File: src/rtl/present_ctrl_if.sv
// Request/response bundle between the bus-facing requesters and present_ctrl.
// The master modport is the requester/consumer side, slave is the controller.
interface present_ctrl_if;
    logic [1:0]  req_valid;
    logic [79:0] req_key0;
    logic [79:0] req_key1;
    logic [63:0] req_pt0;
    logic [63:0] req_pt1;
    logic [1:0]  req_ready;
    logic        rsp_valid;
    logic        rsp_ready;
    logic        rsp_id;
    logic [63:0] rsp_ct;
    logic        rsp_err;

    modport master (
        output req_valid, req_key0, req_key1, req_pt0, req_pt1, rsp_ready,
        input  req_ready, rsp_valid, rsp_id, rsp_ct, rsp_err
    );

    modport slave (
        input  req_valid, req_key0, req_key1, req_pt0, req_pt1, rsp_ready,
        output req_ready, rsp_valid, rsp_id, rsp_ct, rsp_err
    );
endinterface

File: src/rtl/present_ctrl.sv
// Two-port round-robin scheduler and key/plaintext load sequencer for a PRESENT-80 encoder.
// Optional RUN-state watchdog: define PRESENT_CTRL_WATCHDOG_EN.
module present_ctrl #(
    parameter int unsigned TIMEOUT = 40
) (
    input  logic          clk,
    input  logic          n_reset,
    present_ctrl_if.slave bus,
    output logic [1:0]    enc_pl,
    output logic [79:0]   enc_in_text,
    input  logic          enc_done,
    input  logic [63:0]   enc_ct
);

    typedef enum logic [2:0] {
        IDLE,
        LOAD_KEY,
        LOAD_PT,
        RUN,
        RESP
    } state_t;

    state_t      state_q, state_d;
    logic        last_q, last_d;
    logic [63:0] pt_q, pt_d;
    logic [79:0] text_q, text_d;
    logic        rsp_valid_q, rsp_valid_d;
    logic        rsp_id_q, rsp_id_d;
    logic [63:0] rsp_ct_q, rsp_ct_d;
    logic [1:0]  grant;
    logic        accept;
    logic        sel;

    // Tie goes to the port that was not granted last.
    always_comb begin
        grant[0] = bus.req_valid[0] & (~bus.req_valid[1] | last_q);
        grant[1] = bus.req_valid[1] & (~bus.req_valid[0] | ~last_q);
    end

    assign bus.req_ready = (state_q == IDLE && n_reset) ? grant : 2'b00;
    assign accept        = |bus.req_ready;
    assign sel           = grant[1];

    always_comb begin
        enc_pl = 2'b00;
        case (state_q)
            LOAD_KEY: enc_pl = 2'b10;
            LOAD_PT:  enc_pl = 2'b01;
            default:  enc_pl = 2'b00;
        endcase
    end

`ifdef PRESENT_CTRL_WATCHDOG_EN
    logic [5:0] wd_q, wd_d;
    logic       rsp_err_q, rsp_err_d;
`endif

    always_comb begin
        state_d     = state_q;
        last_d      = last_q;
        pt_d        = pt_q;
        text_d      = '0;
        rsp_valid_d = rsp_valid_q;
        rsp_id_d    = rsp_id_q;
        rsp_ct_d    = rsp_ct_q;
`ifdef PRESENT_CTRL_WATCHDOG_EN
        wd_d        = wd_q;
        rsp_err_d   = rsp_err_q;
`endif
        case (state_q)
            IDLE: begin
                if (accept) begin
                    state_d  = LOAD_KEY;
                    last_d   = sel;
                    rsp_id_d = sel;
                    pt_d     = sel ? bus.req_pt1 : bus.req_pt0;
                    text_d   = sel ? bus.req_key1 : bus.req_key0;
                end
            end
            LOAD_KEY: begin
                state_d = LOAD_PT;
                text_d  = {16'h0, pt_q};
            end
            LOAD_PT: begin
                state_d = RUN;
`ifdef PRESENT_CTRL_WATCHDOG_EN
                wd_d    = '0;
`endif
            end
            RUN: begin
                // enc_ct is only meaningful while enc_done is high
                if (enc_done) begin
                    state_d     = RESP;
                    rsp_valid_d = 1'b1;
                    rsp_ct_d    = enc_ct;
`ifdef PRESENT_CTRL_WATCHDOG_EN
                    rsp_err_d   = 1'b0;
                end else if (wd_q == 6'(TIMEOUT)) begin
                    state_d     = RESP;
                    rsp_valid_d = 1'b1;
                    rsp_ct_d    = '0;
                    rsp_err_d   = 1'b1;
                end else begin
                    wd_d        = wd_q + 6'd1;
`endif
                end
            end
            RESP: begin
                if (bus.rsp_ready) begin
                    state_d     = IDLE;
                    rsp_valid_d = 1'b0;
                end
            end
            default: state_d = IDLE;
        endcase
    end

    always_ff @(posedge clk or negedge n_reset) begin
        if (!n_reset) begin
            state_q     <= IDLE;
            last_q      <= 1'b1;
            pt_q        <= '0;
            text_q      <= '0;
            rsp_valid_q <= 1'b0;
            rsp_id_q    <= 1'b0;
            rsp_ct_q    <= '0;
        end else begin
            state_q     <= state_d;
            last_q      <= last_d;
            pt_q        <= pt_d;
            text_q      <= text_d;
            rsp_valid_q <= rsp_valid_d;
            rsp_id_q    <= rsp_id_d;
            rsp_ct_q    <= rsp_ct_d;
        end
    end

`ifdef PRESENT_CTRL_WATCHDOG_EN
    always_ff @(posedge clk or negedge n_reset) begin
        if (!n_reset) begin
            wd_q      <= '0;
            rsp_err_q <= 1'b0;
        end else begin
            wd_q      <= wd_d;
            rsp_err_q <= rsp_err_d;
        end
    end

    assign bus.rsp_err = rsp_err_q;
`else
    assign bus.rsp_err = 1'b0;
`endif

    assign enc_in_text   = text_q;
    assign bus.rsp_valid = rsp_valid_q;
    assign bus.rsp_id    = rsp_id_q;
    assign bus.rsp_ct    = rsp_ct_q;

endmodule
File: src/flat_wrapper.sv
// flat-port wrapper written by rule: the top's interface ports become plain ports
module present_ctrl_flat 
#(
    parameter int unsigned TIMEOUT = 40
)
  (clk, n_reset, enc_pl, enc_in_text, enc_done, enc_ct, bus_req_valid, bus_req_key0, bus_req_key1, bus_req_pt0, bus_req_pt1, bus_rsp_ready, bus_req_ready, bus_rsp_valid, bus_rsp_id, bus_rsp_ct, bus_rsp_err);
  present_ctrl_if bus_i ();
  input  logic clk;
  input  logic n_reset;
  output logic [1:0] enc_pl;
  output logic [79:0] enc_in_text;
  input  logic enc_done;
  input  logic [63:0] enc_ct;
  input wire logic [$bits(bus_i.req_valid)-1:0] bus_req_valid;
  input wire logic [$bits(bus_i.req_key0)-1:0] bus_req_key0;
  input wire logic [$bits(bus_i.req_key1)-1:0] bus_req_key1;
  input wire logic [$bits(bus_i.req_pt0)-1:0] bus_req_pt0;
  input wire logic [$bits(bus_i.req_pt1)-1:0] bus_req_pt1;
  input wire logic [$bits(bus_i.rsp_ready)-1:0] bus_rsp_ready;
  output wire logic [$bits(bus_i.req_ready)-1:0] bus_req_ready;
  output wire logic [$bits(bus_i.rsp_valid)-1:0] bus_rsp_valid;
  output wire logic [$bits(bus_i.rsp_id)-1:0] bus_rsp_id;
  output wire logic [$bits(bus_i.rsp_ct)-1:0] bus_rsp_ct;
  output wire logic [$bits(bus_i.rsp_err)-1:0] bus_rsp_err;
  assign bus_i.req_valid = bus_req_valid;
  assign bus_i.req_key0 = bus_req_key0;
  assign bus_i.req_key1 = bus_req_key1;
  assign bus_i.req_pt0 = bus_req_pt0;
  assign bus_i.req_pt1 = bus_req_pt1;
  assign bus_i.rsp_ready = bus_rsp_ready;
  assign bus_req_ready = bus_i.req_ready;
  assign bus_rsp_valid = bus_i.rsp_valid;
  assign bus_rsp_id = bus_i.rsp_id;
  assign bus_rsp_ct = bus_i.rsp_ct;
  assign bus_rsp_err = bus_i.rsp_err;
  present_ctrl #(.TIMEOUT(TIMEOUT)) u_core (.clk(clk), .n_reset(n_reset), .bus(bus_i), .enc_pl(enc_pl), .enc_in_text(enc_in_text), .enc_done(enc_done), .enc_ct(enc_ct));
endmodule
File: config.mk
export PLATFORM = sky130hd
export DESIGN_NAME = present_ctrl_flat
export DESIGN_NICKNAME = d
export VERILOG_FILES = /design/src/rtl/present_ctrl_if.sv /design/src/rtl/present_ctrl.sv /design/src/flat_wrapper.sv
export SDC_FILE = /design/constraint.sdc
export NUM_CORES = 1
export LEC_CHECK = 0
export ABC_AREA = 1
export CAP_MARGIN = 10
export CORE_AREA = 2 2 197 199
export DETAILED_ROUTE_END_ITERATION = 12
export DIE_AREA = 0 0 199 201
export DONT_BUFFER_PORTS = 1
export PLACE_DENSITY_LB_ADDON = 0.05
export SYNTH_ARGS = -nofsm -noshare
export SYNTH_HDL_FRONTEND = slang
export SYNTH_SLANG_ARGS = --single-unit
File: constraint.sdc
create_clock -name clk -period 1.8 [get_ports clk]
set_input_delay 0.36 -clock clk [delete_from_list [all_inputs] [get_ports clk]]
set_output_delay 0.36 -clock clk [all_outputs]
set_load 0.02 [all_outputs]
Word level (Yosys, flattened, before mapping)
Cells that the tools add are included.
{ "classes": {"eq_ne": 7, "n_mux": 13, "n_bitwise": 7, "n_reduce_logical": 8} }
{ "ops": {"columns": ["cell", "n"], "rows": [
  ["80-bit 2-to-1 mux", 2],
  ["80-bit case mux with 2 select lines", 1],
  ["64-bit 2-to-1 mux", 1],
  ["3-bit case mux with 5 select lines", 1],
  ["3-bit 2-to-1 mux", 3],
  ["3-bit by 2-bit == test with 1-bit output (second input constant)", 2],
  ["3-bit AND reduction", 2],
  ["2-bit inequality test (second input constant)", 2],
  ["2-bit case mux with 2 select lines", 1],
  ["2-bit AND reduction", 2],
  ["3-bit by 1-bit == test with 1-bit output (second input constant)", 1],
  ["3-bit == test (second input constant)", 1],
  ["3-bit zero test", 1],
  ["1-bit inverter", 3],
  ["1-bit AND", 2],
  ["1-bit 2-to-1 mux", 2],
  ["2-bit 2-to-1 mux", 1],
  ["2-bit by 1-bit inequality test with 1-bit output (second input constant)", 1],
  ["1-bit bitwise OR", 2],
  ["1-bit case mux with 2 select lines", 1],
  ["2-bit nonzero test", 1],
  ["2-bit OR reduction", 1],
  ["1-bit logical AND", 1]
]} }
{ "word_totals": {"ff_bits": 214, "input_bits": 358} }

Depth between registers and ports, before layout
Gate-level depths: netlist (run 1).
{ "logic_depth": {"depth_word": 7, "ltp_mapped": 9, "ltp_nobuf": 8} }

Worst setup path before layout (run 1)
OpenSTA, ideal clock, no wires.
{ "synth_timing": {"path_kind": "reg-to-output", "from": "register u_core.last_q", "to": "output port bus_req_ready[0]", "t_arrival_ns": 1.559, "required_time_ns": 1.440, "path_slack_ns": -0.119, "stages_incl_launch_ff": 7, "path_buffers": 2, "path_cell_list": "dfstp_2 > nand2_1 > nand2_2 > inv_2 > buf_2 > buf_2 > nor3_1"} }
{ "synth_between": {"elab_chain_len": 3} }
{ "synth_lines": {"columns": ["element", "line_no", "source"], "rows": [
  ["from (decl)", "present_ctrl.sv:24", "logic last_q, last_d;"],
  ["from (signal assigned)", "present_ctrl.sv:129", "last_q <= last_d;"],
  ["1-bit bitwise OR", "present_ctrl.sv:36", "grant[0] = bus.req_valid[0] & (~bus.req_valid[1] | last_q);"],
  ["1-bit AND", "present_ctrl.sv:36", null],
  ["2-bit 2-to-1 mux", "present_ctrl.sv:40", "assign bus.req_ready = (state_q == IDLE && n_reset) ? grant : 2'b00;"],
  ["to (decl)", "flat_wrapper.sv:20", "output wire logic [$bits(bus_i.req_ready)-1:0] bus_req_ready;"]
]} }
No other way between the ends.

Worst setup path in the final report (run 1)
Same ends and word-level chain as after synthesis.

==> results of run 1 <==
-- state kept, by name, summed over array words and instances (netlist names) --
name / flops
u_core.enc_in_text: 80
u_core.last_q: 1
u_core.state_q: 3
u_core.bus.rsp_valid: 1
u_core.bus.rsp_ct: 64
u_core.pt_q: 64
u_core.bus.rsp_id: 1
-- final cells by class --
class                   count  area (um2)
clock buffers              40         764
clock inverters             3        15.0
fillers                  4079       25700
inverters                  77         299
multi-input cells         910        3740
flip-flops and latches    214        5360
well taps                 518         648
repair buffers            139        1570
-- how the worst min path moves through the flow --
stage	start	to	slack, ps
5_1_grt	n_reset	u_core.bus.rsp_ct[13]$_DFFE_PN0P_	-520
4_1_cts	n_reset	u_core.bus.rsp_ct[20]$_DFFE_PN0P_	-520
3_5_place_dp	n_reset	u_core.bus.rsp_ct[13]$_DFFE_PN0P_	70
2_1_floorplan	n_reset	u_core.bus.rsp_ct[0]$_DFFE_PN0P_	60
6_report	n_reset	u_core.bus.rsp_ct[19]$_DFFE_PN0P_	-480
3_3_place_gp	n_reset	u_core.bus.rsp_ct[20]$_DFFE_PN0P_	70
-- stage by stage --
step           worst slack, ps  area [um2]  utilization, %
2_1_floorplan             48.1        9740               -
3_3_place_gp              29.0       10300            27.1
3_5_place_dp              21.8       10300            27.1
4_1_cts                   -239       12200            32.0
5_1_grt                   -244       12400            32.5
6_report                  -170       12400            32.5
-- power by group --
part / total (mW) / switching, mW / leakage [nW] / internal [mW]
registers: 9.47 / 2.69 / 2.76 / 6.77
clock network: 4.96 / 2.08 / 0.384 / 2.89
logic: 5.27 / 3.30 / 3.15 / 1.98
-- cell usage after synthesis (all sizes together) --
master	instances	area share (%)
a21oi	16	0.82
buf	59	3.1
clkbuf	24	0.93
conb	1	0.039
dfrtp	213	55
dfstp	1	0.27
inv	77	3.0
nand2	689	27
nand3	66	3.4
nand3b	1	0.077
nand4	1	0.064
nor2	4	0.18
nor3	2	0.10
o21ai	130	6.7
-- metal layers --
layer  GRT usage, %  vias to the layer above  share of wire, %
met5              0                        -                 0
met2           28.6                      362                48
met1           19.7                     3959                40
li1               -                     4125                 -
met3           4.70                       63               8.7
met4           6.58                        0               3.5
-- repair_timing --
action | 4_1_cts | 5_1_grt
cloned | 0 | 3
buffers inserted | 8 | 7
endpoints found under the hold margin | 293 | 214
pin swaps | 4 | 4
gates resized for setup | 13 | 7
endpoints found under the setup margin | 3 | 32
-- cells by family (layout without fill, tap and decap cells) --
family	Yosys count	after routing
AND/OR/NAND/NOR	763	763
flip-flops	214	214
other	1	1
AO/OA/AOI/OAI	146	146
buffers and inverters	160	259
==> flow_summary_export.csv, run 1 <==
group,metric,value,unit
synthesis,synth_xor_area_share,0,%
sta,finalCritPeriodShare,109,%
critical_path,timing.rr.end,"u_core.enc_in_text[23]$_DFF_PN0_",
floorplanning,die_w,199,um
floorplanning,die_h,201,um
sta,holdWs,-485,ps
floorplanning,num_rows,72,
clock_tree,cts_buffers,27,
sta,finalHoldViolations,214,
layout,syn_to_final_growth,27.3,%
floorplanning,pin_count,509,
critical_path,worst-r2r-setup-slack,100,ps
synthesis,synth-warning-count,0,
power,vdd_drop_max,0.555,mV
placed_design,gp_congestion,0.737,
grt,grt_pass1_vias,8531,
grt,overflow,0,
sta,setup_ws,-170,ps
critical_path,crit_path_start_kind,"register",
layout,drive_above_1_share,6.94,%
layout,mostFrequentLayoutCell,"nand2_1",
sta,maxSlewViolCount,0,
power,p_total,19.7,mW
critical_path,reg2reg_depth,10,
sta,finClkSkew,6.28,ps
status,status,"finished, violations left",
critical_path,arrival,1610,ps
routing,firstDrtPassIters,4,
critical_path,cp_slowest_stage_delay,530,ps
floorplanning,initial_core_util,25.6,%
synthesis,synth-compound-area-share,7.54,%
critical_path,cpMaxStageDelayCell,"dfstp_2",
clock_tree,cts_max_path_buffers,3,
critical_path,startpoint,"u_core.last_q$_DFFE_PN1P_",
sta,rsz0062_at_grt,"true",
critical_path,endpoint_kind,"output pin",
clock_tree,clk_latency,540,ps
power,powerDensity,1590,mW/mm2
critical_path,worstPathCellList,"nand2_2 -> nand2_4 -> inv_6 -> buf_6 -> nor3_2 -> buf_4",
sta,timing.fmax,508,MHz
placed_design,place_inst,1744,
synthesis,syn_nets,1642,
sta,worst_pin_slew,537,ps
hold_path,hp-class,"input pin to asynchronous set/reset pin",
clock_tree,cts-root-buf,"clkbuf_16",
critical_path,critical_path.top_delay_family,"flip-flops",
sta,period_needed,1970,ps
clock_tree,clkSinkCount,214,
critical_path,r2r-start,"u_core.last_q$_DFFE_PN1P_",
clock_tree,cts_tree,"built",
sta,setup_viol,3,
run,timing.max_cap.violations,0,
critical_path,crit_required,1440,ps
layout,diodes,0,
synthesis,ys_types,20,
routing,drcViolationCount,0,
synthesis,synth_top_family_by_area,"simple AND/OR/NAND/NOR gates",
floorplanning,die_area,0.0400,mm2
critical_path,endpoint,"bus_req_ready[0]",
grt,grt_max_degree,217,
routing,vias_per_cell,4.48,
synthesis,synth_seq_area_share,55.0,%
routing,num_vias,8509,
grt,globalRouteTotalUtil,16.7,%
grt,antenna_found_initial,0,
grt,grt_pass1_wl,51.1,mm
clock_tree,h-tree-depth,1,
layout,final_cell_mix,"nand2_1, dfrtp_1, o21ai_1, dlygate4sd3_1, inv_1",
routing,routed_wl,35.3,mm
layout,fin_nets,1727,
clock_tree,hold_buffers,97,
critical_path,crit_fanout,3,
synthesis,ys_ff_latch,214,
sta,relSlewSlack,64.2,%
critical_path,crit_type,"register to output pin",
synthesis,netlist_area,0.00974,mm2
routing,wl_per_cell,18.6,um
status,violations,"negative hold slack, negative setup slack",
critical_path,cp_num_cells,6,
placed_design,dpl.hpwl,23.1,mm
synthesis,muxShareOfSynthArea,0,%
sta,setup-tns-final,-262,ps
floorplanning,fp.coreArea,0.0381,mm2
routing,drtIter0Drc,409,
routing,antenna_left,0,
power,p_leak,6.29,nW
critical_path,cp_num_buf_inv,3,
clock_tree,clkTransAtPathRegs,60,ps
synthesis,yosys.area_share.adder,0,%
layout,instances_no_fill,1901,
synthesis,synth_simple_gate_area_share,30.4,%
placed_design,portBuffers,0,
synthesis,synthCells,1284,
synthesis,syn_avg_cell_area,7.58,um2
Power figures use the tool's default switching activity.
==> inputs of run 2 (changes only) <==
CORE_AREA = 2 2 195 197   (was 2 2 197 199)
DIE_AREA = 0 0 197 199   (was 0 0 199 201)
==> run 2 against run 1 <==
The run still ends with negative hold slack, negative setup slack left. Utilization rose by 1.1 points. Critical endpoint unchanged. Largest cell class unchanged. Clock power rose by 15%. Global-route usage fell by 0.17 points. Count of clock-buffer cells in the layout fell by 2. Sequential share of layout area fell by 0.30 points. Sequential power rose by 0.5%. Maximum frequency rose by 1.2%. Design area rose by 0.70%.
==> flow_summary_export.csv, run 2 (same netlist as run 1, synthesis figures left out) <==
group,metric,value,unit
layout,mostFrequentLayoutCell,"nand2_1",
layout,instances_no_fill,1860,
power,p_total,20.5,mW
critical_path,arrival,1590,ps
routing,routed_wl,34.1,mm
routing,wl_per_cell,18.4,um
clock_tree,cts-root-buf,"clkbuf_16",
critical_path,cp_num_cells,6,
critical_path,cpMaxStageDelayCell,"dfrtp_1",
placed_design,dpl.hpwl,23.3,mm
placed_design,gp_congestion,0.739,
routing,num_vias,8438,
clock_tree,clkSinkCount,214,
critical_path,startpoint,"u_core.state_q[2]$_DFFE_PN0P_",
critical_path,r2r-start,"u_core.state_q[2]$_DFFE_PN0P_",
layout,fin_nets,1724,
floorplanning,die_area,0.0392,mm2
grt,grt_pass1_vias,8491,
layout,final_core_util,33.6,%
power,p_leak,6.37,nW
sta,maxSlewViolCount,0,
floorplanning,die_h,199,um
floorplanning,fp.coreArea,0.0371,mm2
critical_path,reg2reg_depth,11,
floorplanning,num_rows,71,
placed_design,placed_cell_area,0.0103,mm2
critical_path,crit_required,1440,ps
layout,final_cell_mix,"nand2_1, dfrtp_1, o21ai_1, dlygate4sd3_1, inv_1",
clock_tree,clk_latency,540,ps
critical_path,endpoint,"bus_req_ready[0]",
sta,holdWs,-476,ps
clock_tree,cts_tree,"built",
floorplanning,initial_core_util,26.2,%
power,p_int,12.3,mW
critical_path,cp_slowest_stage_delay,390,ps
grt,antenna_found_initial,1,
routing,antenna_left,0,
routing,firstDrtPassIters,5,
routing,drcViolationCount,0,
critical_path,crit_path_start_kind,"register",
hold_path,hp-class,"input pin to asynchronous set/reset pin",
sta,period_needed,1950,ps
power,vdd_drop_max,0.602,mV
critical_path,critical_path.top_delay_family,"simple AND/OR/NAND/NOR gates",
grt,globalRouteTotalUtil,16.6,%
clock_tree,clkTransAtPathRegs,60,ps
clock_tree,cts_max_path_buffers,3,
sta,setup_ws,-146,ps
placed_design,place_inst,1699,
placed_design,pre_cts_ws,176,ps
critical_path,timing.rr.end,"u_core.pt_q[13]$_DFFE_PN0P_",
power,p_clk_share,27.8,%
critical_path,cpMostUsedCell,"nand2_2",
sta,finalCritPeriodShare,108,%
sta,timing.fmax,514,MHz
sta,finalHoldViolations,214,
power,seqPwrFrac,46.4,%
power,sw_frac_of_total,40.0,%
grt,grt_pass1_wl,49.7,mm
layout,diodes,0,
sta,finClkSkew,11.5,ps
status,violations,"negative hold slack, negative setup slack",
power,combPwrFrac,25.8,%
sta,rsz0062_at_grt,"true",
routing,drtIter0Drc,281,
floorplanning,die_w,197,um
clock_tree,hold_buffers,96,
routing,vias_per_cell,4.54,
power,powerDensity,1640,mW/mm2
layout,stdcell_area,0.0125,mm2
clock_tree,h-tree-depth,1,
critical_path,crit_type,"register to output pin",
power,power.switching,8.22,mW
layout,largest_register_ff_count,80,
grt,overflow,0,
sta,setup_viol,2,
grt,grt_max_degree,217,
floorplanning,pin_count,509,
layout,syn_to_final_growth,28.2,%
critical_path,cp_num_buf_inv,2,
critical_path,endpoint_kind,"output pin",
critical_path,crit_fanout,2,
critical_path,worstPathCellList,"nor2_2 -> nand2_2 -> inv_2 -> nand2_2 -> nor3_4 -> buf_6",
layout,drive_above_1_share,8.08,%
run,timing.max_cap.violations,0,
status,status,"finished, violations left",
placed_design,portBuffers,0,
clock_tree,cts_buffers,26,
critical_path,worst-r2r-setup-slack,80,ps
-- run 2: cell count changes in the layout (fill, tap and decap cells not counted), sizes merged --
| cell | change |
|---|---|
| clkbuf | -3 |
| dlygate4sd3 | -1 |
| bufinv | +3 |
| buf | -1 |
| clkinv | +4 |
| inv | +1 |
-- run 2: repair_timing --
item	4_1_cts	5_1_grt
setup buffers	10	5
gates cloned	0	3
hold endpoints to repair	292	214
pin swaps	6	4
resized for setup	19	10
endpoints found under the setup margin	3	92
-- run 2: power groups by stage --
stage / Clock [mW] / Sequential, mW / Combinational [mW]
finish: 5.71 / 9.52 / 5.30
CTS: 5.95 / 9.58 / 5.21
detailed placement: 0 / 9.64 / 4.75
floorplan: 0 / 9.06 / 3.46
global route: 6.12 / 9.76 / 6.11
global placement: 0 / 9.68 / 4.71
-- run 2: worst reg2reg max path, stage by stage (launching register included) --
cell and delay, ps:
dfrtp_1 390, nor2_2 140, nand2_2 70, buf_4 140, nor2_4 100, buf_4 120
buf_4 100, o21ai_4 80, clkinv_4 140, buf_12 210, nand2_1 90, o21ai_1 70
-- run 2: worst min-delay path by stage --
stage                                            end  cells after the start    start  slack, ps
floorplan           u_core.bus.rsp_ct[0]$_DFFE_PN0P_                      0  n_reset         60
global placement    u_core.enc_in_text[65]$_DFF_PN0_                      0  n_reset         70
detailed placement  u_core.enc_in_text[65]$_DFF_PN0_                      0  n_reset         70
CTS                      u_core.pt_q[57]$_DFFE_PN0P_                      0  n_reset       -520
global route        u_core.enc_in_text[65]$_DFF_PN0_                      0  n_reset       -510
finish              u_core.enc_in_text[65]$_DFF_PN0_                      0  n_reset       -480
-- run 2: cell type report --
cell class / count / area, um2
clock buffers: 38 / 807
well taps: 474 / 593
repair buffers: 136 / 1500
fillers: 4027 / 24600
flip-flops and latches: 214 / 5360
multi-input cells: 910 / 3780
clock inverters: 10 / 135
repair inverters: 1 / 6.26
inverters: 77 / 302
-- run 2: per-stage QoR --
step                      hold WS (ps)  TNS [ps]
after floorplan                   64.4         0
after global placement            69.8         0
after detailed placement          70.8         0
after CTS                         -521      -425
after global routing              -512     -2490
final                             -476      -240
-- run 2: routing by layer --
layer	GRT usage [%]	vias up	routed length, um	part of all wire [%]
met5	0	-	13	0.038
met3	5.22	59	3000	8.8
met4	6.40	2	1050	3.1
met2	28.4	334	16500	48
li1	-	4121	-	-
met1	19.3	3922	13600	40
